<file path="src/rtl/serial_addsub_ctrl.sv">
// -----------------------------------------------------------------------------
// adder_subtractor: 1-bit full adder / full subtractor cell.
//   M  : 0 = add, 1 = subtract (A - B - Te)
//   A,B: operand bits
//   Te : carry-in (add) / borrow-in (sub)
//   S  : sum / difference bit
//   Ts : carry-out (add) / borrow-out (sub)
// -----------------------------------------------------------------------------
module adder_subtractor (
    input  logic M,
    input  logic A,
    input  logic B,
    input  logic Te,
    output logic S,
    output logic Ts
);
    logic aEff;

    // Inverting A turns the carry equation into the borrow equation.
    assign aEff = A ^ M;
    assign S    = A ^ B ^ Te;
    assign Ts   = (aEff & B) | (Te & (aEff ^ B));
endmodule

// -----------------------------------------------------------------------------
// serial_addsub_ctrl: bit-serial WIDTH-bit adder/subtractor sharing one
// adder_subtractor cell, LSB first, with a start/busy/done handshake.
//   clk, rst      : clock, synchronous active-high reset
//   start         : request an operation (accepted only while ready)
//   mode          : 0 = op_a + op_b, 1 = op_a - op_b (latched on accept)
//   op_a, op_b    : operands (latched on accept)
//   ready         : idle, start will be accepted this cycle
//   busy          : serial operation in progress
//   done          : one-cycle pulse, result/carry_out/overflow are final
//   result        : sum/difference, held until the next completion
//   carry_out     : carry (add) or borrow (sub)
//   overflow      : signed two's-complement overflow
// -----------------------------------------------------------------------------
module serial_addsub_ctrl #(
    parameter int unsigned WIDTH = 8
) (
    input  logic             clk,
    input  logic             rst,
    input  logic             start,
    input  logic             mode,
    input  logic [WIDTH-1:0] op_a,
    input  logic [WIDTH-1:0] op_b,
    output logic             ready,
    output logic             busy,
    output logic             done,
    output logic [WIDTH-1:0] result,
    output logic             carry_out,
    output logic             overflow
);
    localparam int unsigned CNT_W = $clog2(WIDTH);

    typedef enum logic [1:0] {
        IDLE = 2'd0,
        RUN  = 2'd1,
        DONE = 2'd2
    } state_t;

    state_t             state;
    state_t             stateNext;
    logic               readyNext;
    logic               busyNext;
    logic               doneNext;

    logic [WIDTH-1:0]   aSh;
    logic [WIDTH-1:0]   bSh;
    logic [WIDTH-1:0]   sSh;
    logic [CNT_W-1:0]   cnt;
    logic               teFlop;
    logic               modeLat;
    logic               aMsb;
    logic               bMsb;

    logic               cellS;
    logic               cellTs;
    logic               lastBit;
    logic               accept;

    assign accept  = (state == IDLE) && start;
    assign lastBit = (cnt == CNT_W'(WIDTH - 1));

    // The single shared arithmetic cell
    adder_subtractor uCell (
        .M  (modeLat),
        .A  (aSh[0]),
        .B  (bSh[0]),
        .Te (teFlop),
        .S  (cellS),
        .Ts (cellTs)
    );

    // State and handshake flag registers
    always_ff @(posedge clk) begin
        if (rst) begin
            state <= IDLE;
            ready <= 1'b1;
            busy  <= 1'b0;
            done  <= 1'b0;
        end else begin
            state <= stateNext;
            ready <= readyNext;
            busy  <= busyNext;
            done  <= doneNext;
        end
    end

    // Next-state and next-flag logic; flags are registered copies of the next state
    always_comb begin
        stateNext = state;
        case (state)
            IDLE:    if (start) stateNext = RUN;
            RUN:     if (lastBit) stateNext = DONE;
            DONE:    stateNext = IDLE;
            default: stateNext = IDLE;
        endcase
        readyNext = (stateNext == IDLE);
        busyNext  = (stateNext == RUN);
        doneNext  = (stateNext == DONE);
    end

    // Serial datapath: operand/sum shift registers, carry flop, bit counter
    always_ff @(posedge clk) begin
        if (rst) begin
            aSh       <= '0;
            bSh       <= '0;
            sSh       <= '0;
            cnt       <= '0;
            teFlop    <= 1'b0;
            modeLat   <= 1'b0;
            aMsb      <= 1'b0;
            bMsb      <= 1'b0;
            result    <= '0;
            carry_out <= 1'b0;
            overflow  <= 1'b0;
        end else if (accept) begin
            aSh     <= op_a;
            bSh     <= op_b;
            modeLat <= mode;
            aMsb    <= op_a[WIDTH-1];
            bMsb    <= op_b[WIDTH-1];
            teFlop  <= 1'b0;
            cnt     <= '0;
        end else if (state == RUN) begin
            sSh    <= {cellS, sSh[WIDTH-1:1]};
            aSh    <= aSh >> 1;
            bSh    <= bSh >> 1;
            teFlop <= cellTs;
            cnt    <= cnt + CNT_W'(1);
            if (lastBit) begin
                result    <= {cellS, sSh[WIDTH-1:1]};
                carry_out <= cellTs;
                // Subtraction overflows when operand signs differ, addition when they match
                overflow  <= ((aMsb ^ bMsb) == modeLat) && (cellS != aMsb);
            end
        end
    end
endmodule

</file>
<file path="config.mk">
export PLATFORM = sky130hd
export DESIGN_NAME = serial_addsub_ctrl
export DESIGN_NICKNAME = d
export VERILOG_FILES = /design/src/rtl/serial_addsub_ctrl.sv
export SDC_FILE = /design/constraint.sdc
export NUM_CORES = 1
export LEC_CHECK = 0
export ABC_AREA = 1
export CAP_MARGIN = 20
export CORE_MARGIN = 1.5
export CORE_UTILIZATION = 37
export CTS_CLUSTER_SIZE = 12
export DETAILED_ROUTE_END_ITERATION = 8
export PLACE_DENSITY = 0.64
export SLEW_MARGIN = 0
export SYNTH_ARGS = -nofsm -noshare
export SYNTH_HDL_FRONTEND = slang
export SYNTH_SLANG_ARGS = --single-unit
</file>
<file path="constraint.sdc">
create_clock -name clk -period 1.8 [get_ports clk]
set_input_delay 0.54 -clock clk [delete_from_list [all_inputs] [get_ports clk]]
set_output_delay 0.54 -clock clk [all_outputs]
set_load 0.01 [all_outputs]
</file>
==> run_results.csv <==
group,metric,value,unit
status,outcome,"completed",
grt,grt_util_all_layers,0.1458,
logic_synthesis,ys_types,25,
placed_design,dp_cells,304,
grt,grt_pass1_vias,1337,
sta,fin_crit_sh,0.9490,
routing,wl,3556,um
floorplanning,die-area,0.005202,mm^2
floorplanning,core,0.004474,mm^2
sta,layout_min_cycle_time,1708,ps
logic_synthesis,ys_warn_count,0,
sta,tightest_slew,309.1,ps
clocking,htreeDepth,2,
floorplanning,rows,24,
clocking,cts_tree,"done",
min_path,min_from,"sSh[3]$_SDFFE_PP0P_",
worst_setup_path,critical_path.cell_chain,"clkdlybuf4s50_1",
worst_setup_path,path_class,"reg -> out",
routing,first_pass_iters,4,
placed_design,hpwl,2551,um
logic_synthesis,synth-seq-cells,45,
grt,grt.overflow.total,0,
sta,slew_violations,0,
logic_synthesis,syn-instance-count,220,
clocking,clock_latency,290,ps
placed_design,port-buffer-count,32,
floorplanning,die_h,72.13,um
logic_synthesis,synthFlopType,"dfxtp_1",
routing,dr.first_iter.drc_count,94,
min_path,hold_class,"reg -> reg",
placed_design,gp_congestion,0.8033,
worst_setup_path,startpoint,"result[2]$_SDFFE_PP0P_",
cells_and_area,layout-drive-gt1-share,0.1115,
logic_synthesis,synth_area,0.001768,mm^2
sta,clock.fmax,585.4,MHz
worst_setup_path,cp_num_buf_inv,1,
worst_setup_path,critPathArrivalTime,1170,ps
sta,skew,5.070,ps
sta,finalHoldViolations,0,
clocking,cts_hold_buffers,0,
worst_setup_path,crit_family,"buffers and inverters",
cells_and_area,fin_cells,312,
clocking,cts_resized,0,
cells_and_area,nets,282,
grt,antenna_found_initial,0,
cells_and_area,final_util,0.5145,
cells_and_area,syn_to_final_growth,30.22,%
worst_setup_path,r2r-start,"cnt[0]$_SDFFE_PP0P_",
sta,slew_headroom,0.7936,
grt,grt_pass1_wl,5961,um
logic_synthesis,synth_top_area_share,0.5096,
logic_synthesis,avgSynthCellArea,8.036,um^2
worst_setup_path,start_kind,"register",
routing,drc_errors,0,
logic_synthesis,synth_area_leaders,"dfxtp_1 51%, o21ai_0 8.8%, nor2_1 7.2%",
sta,finalSetupViolCount,0,
worst_setup_path,cp_data_required_time,1260,ps
logic_synthesis,synth_fp_nets,243,
floorplanning,die_w,72.13,um
cells_and_area,diodes,0,
worst_setup_path,reg2reg_slack,280,ps
logic_synthesis,synth_enable_flop_cells,0,
clocking,path_clk_slew,80,ps
grt,grt_max_degree,24,
floorplanning,ios,33,
run,maxCapViolations,0,
clocking,cts_setup_buffers,0,
worst_setup_path,critPathMaxFanout,2,
worst_setup_path,crit_path_max_incr_delay,540,ps
routing,antenna_left,0,
clocking,cts_buffers,5,
sta,grt_setup_unrepaired,"no",
logic_synthesis,synth_largest_area_cell,"dfxtp_1",
worst_setup_path,critical_path.slowest_cell,"clkdlybuf4s50_1",
clocking,clock_path_buffers,2,
power_and_ir_drop,total_leakage_power,0.9734,nW
clocking,cts.sinks,45,
power_and_ir_drop,irDropWorstVdd,0.0004028,V
power_and_ir_drop,p_per_area,954.1,mW/mm^2
routing,vias_per_cell,4.737,
clocking,cts-root-buf,"clkbuf_8",
logic_synthesis,synth-seq-area-share,0.5096,
logic_synthesis,async_flop_share,0,
routing,route.vias.total,1478,
power_and_ir_drop,total_power,2.197,mW
worst_setup_path,worstSetupEndpointType,"primary output",
floorplanning,initial_core_util,0.3951,
routing,drt-wirelength-per-cell,11.40,um
[cell usage after synthesis, types with 2 or more instances]
cell     count
xor2_1       2
nand3_1      8
o22ai_1     13
nand2_2      2
buf_2        6
dfxtp_1     45
nand2_1     26
nand2_4      2
inv_1       22
inv_2        4
o21ai_0     31
ha_1         3
o21ai_1      2
a21oi_1     10
nor2_1      34
[tightest hold or removal path, stage by stage, from the launching register on]
cell and delay, ps:
dfxtp_1 330, nand2_1 60, nand2_1 40
[layout make-up]
cell class / count / area (um^2)
Sequential cell: 45 / 900.9
Multi-Input combinational cell: 139 / 714.4
Inverter: 28 / 107.6
Fill cell: 430 / 2172
Timing Repair Buffer: 40 / 380.4
Clock inverter: 3 / 65.06
Tap cell: 52 / 65.06
Clock buffer: 5 / 68.82
[sequential cells by signal, summed over array words and instances (netlist names)]
register	cells
busy	1
bMsb	1
overflow	1
ready	1
bSh	8
carry_out	1
modeLat	1
cnt	3
sSh	7
done	1
aMsb	1
state	2
aSh	8
result	8
teFlop	1
[logic make-up (layout without fill, tap and decap cells)]
| group | count (synthesis) | in the layout | synth area share |
|---|---|---|---|
| fa+ha+maj | 3 | 3 | 0.02123 |
| xor+xnor | 2 | 2 | 0.009910 |
| flops | 45 | 45 | 0.5096 |
| simple gates | 76 | 76 | 0.1967 |
| compound gates | 58 | 58 | 0.1762 |
| buf+inv | 36 | 76 | 0.08634 |
[stage by stage]
stage                     setup TNS, ps  hold WS, ps  setup WS (ps)  instance area, um^2
final                                 0        462.7          91.88                 2302
after global routing                  0        484.9          40.84                 2302
after CTS                             0        467.2          81.31                 2302
after detailed placement         -24.15        453.0         -13.38                 2168
after global placement           -5.747        453.0         -5.747                 2168
after floorplan                       0        435.2          506.3                 1768
[placed cells by master (no fill, tap or decap)]
cell type        count
bufinv_16            2
nor2_8               1
clkinv_1             1
dfxtp_1             45
nor2_1              34
buf_4                8
nor2_4               1
nand2_1             26
xor2_1               2
nand2_2              2
nor2_2               1
nand3_1              8
inv_4                1
o21ai_0             31
a211oi_1             1
o22ai_1             13
inv_1               22
nand2_4              2
clkbuf_8             5
clkdlybuf4s50_1     32
inv_2                4
clkinv_2             1
a21o_1               1
a21oi_1             10
o21ai_1              2
ha_1                 3
nand3_2              1
[power breakdown]
part | switching (mW) | total [mW] | internal (mW)
clock network | 0.329 | 0.881 | 0.551
registers | 0.0287 | 1.08 | 1.05
logic | 0.127 | 0.240 | 0.113
total | 0.485 | 2.20 | 1.71
[worst paths after layout]
path	end	cells past startpoint
min	result[2]$_SDFFE_PP0P_	2
max reg2reg	result[4]$_SDFFE_PP0P_	8
min reg2reg	result[2]$_SDFFE_PP0P_	2
max	result[2]	1
[metal layers]
layer	vias up	wire [um]	track usage
met3	2	101	0.04028
met1	662	1730	0.1925
met4	0	34	0.04403
li1	794	-	-
met5	-	0	0
met2	20	1690	0.2335
(Power assumes the default switching activity.)
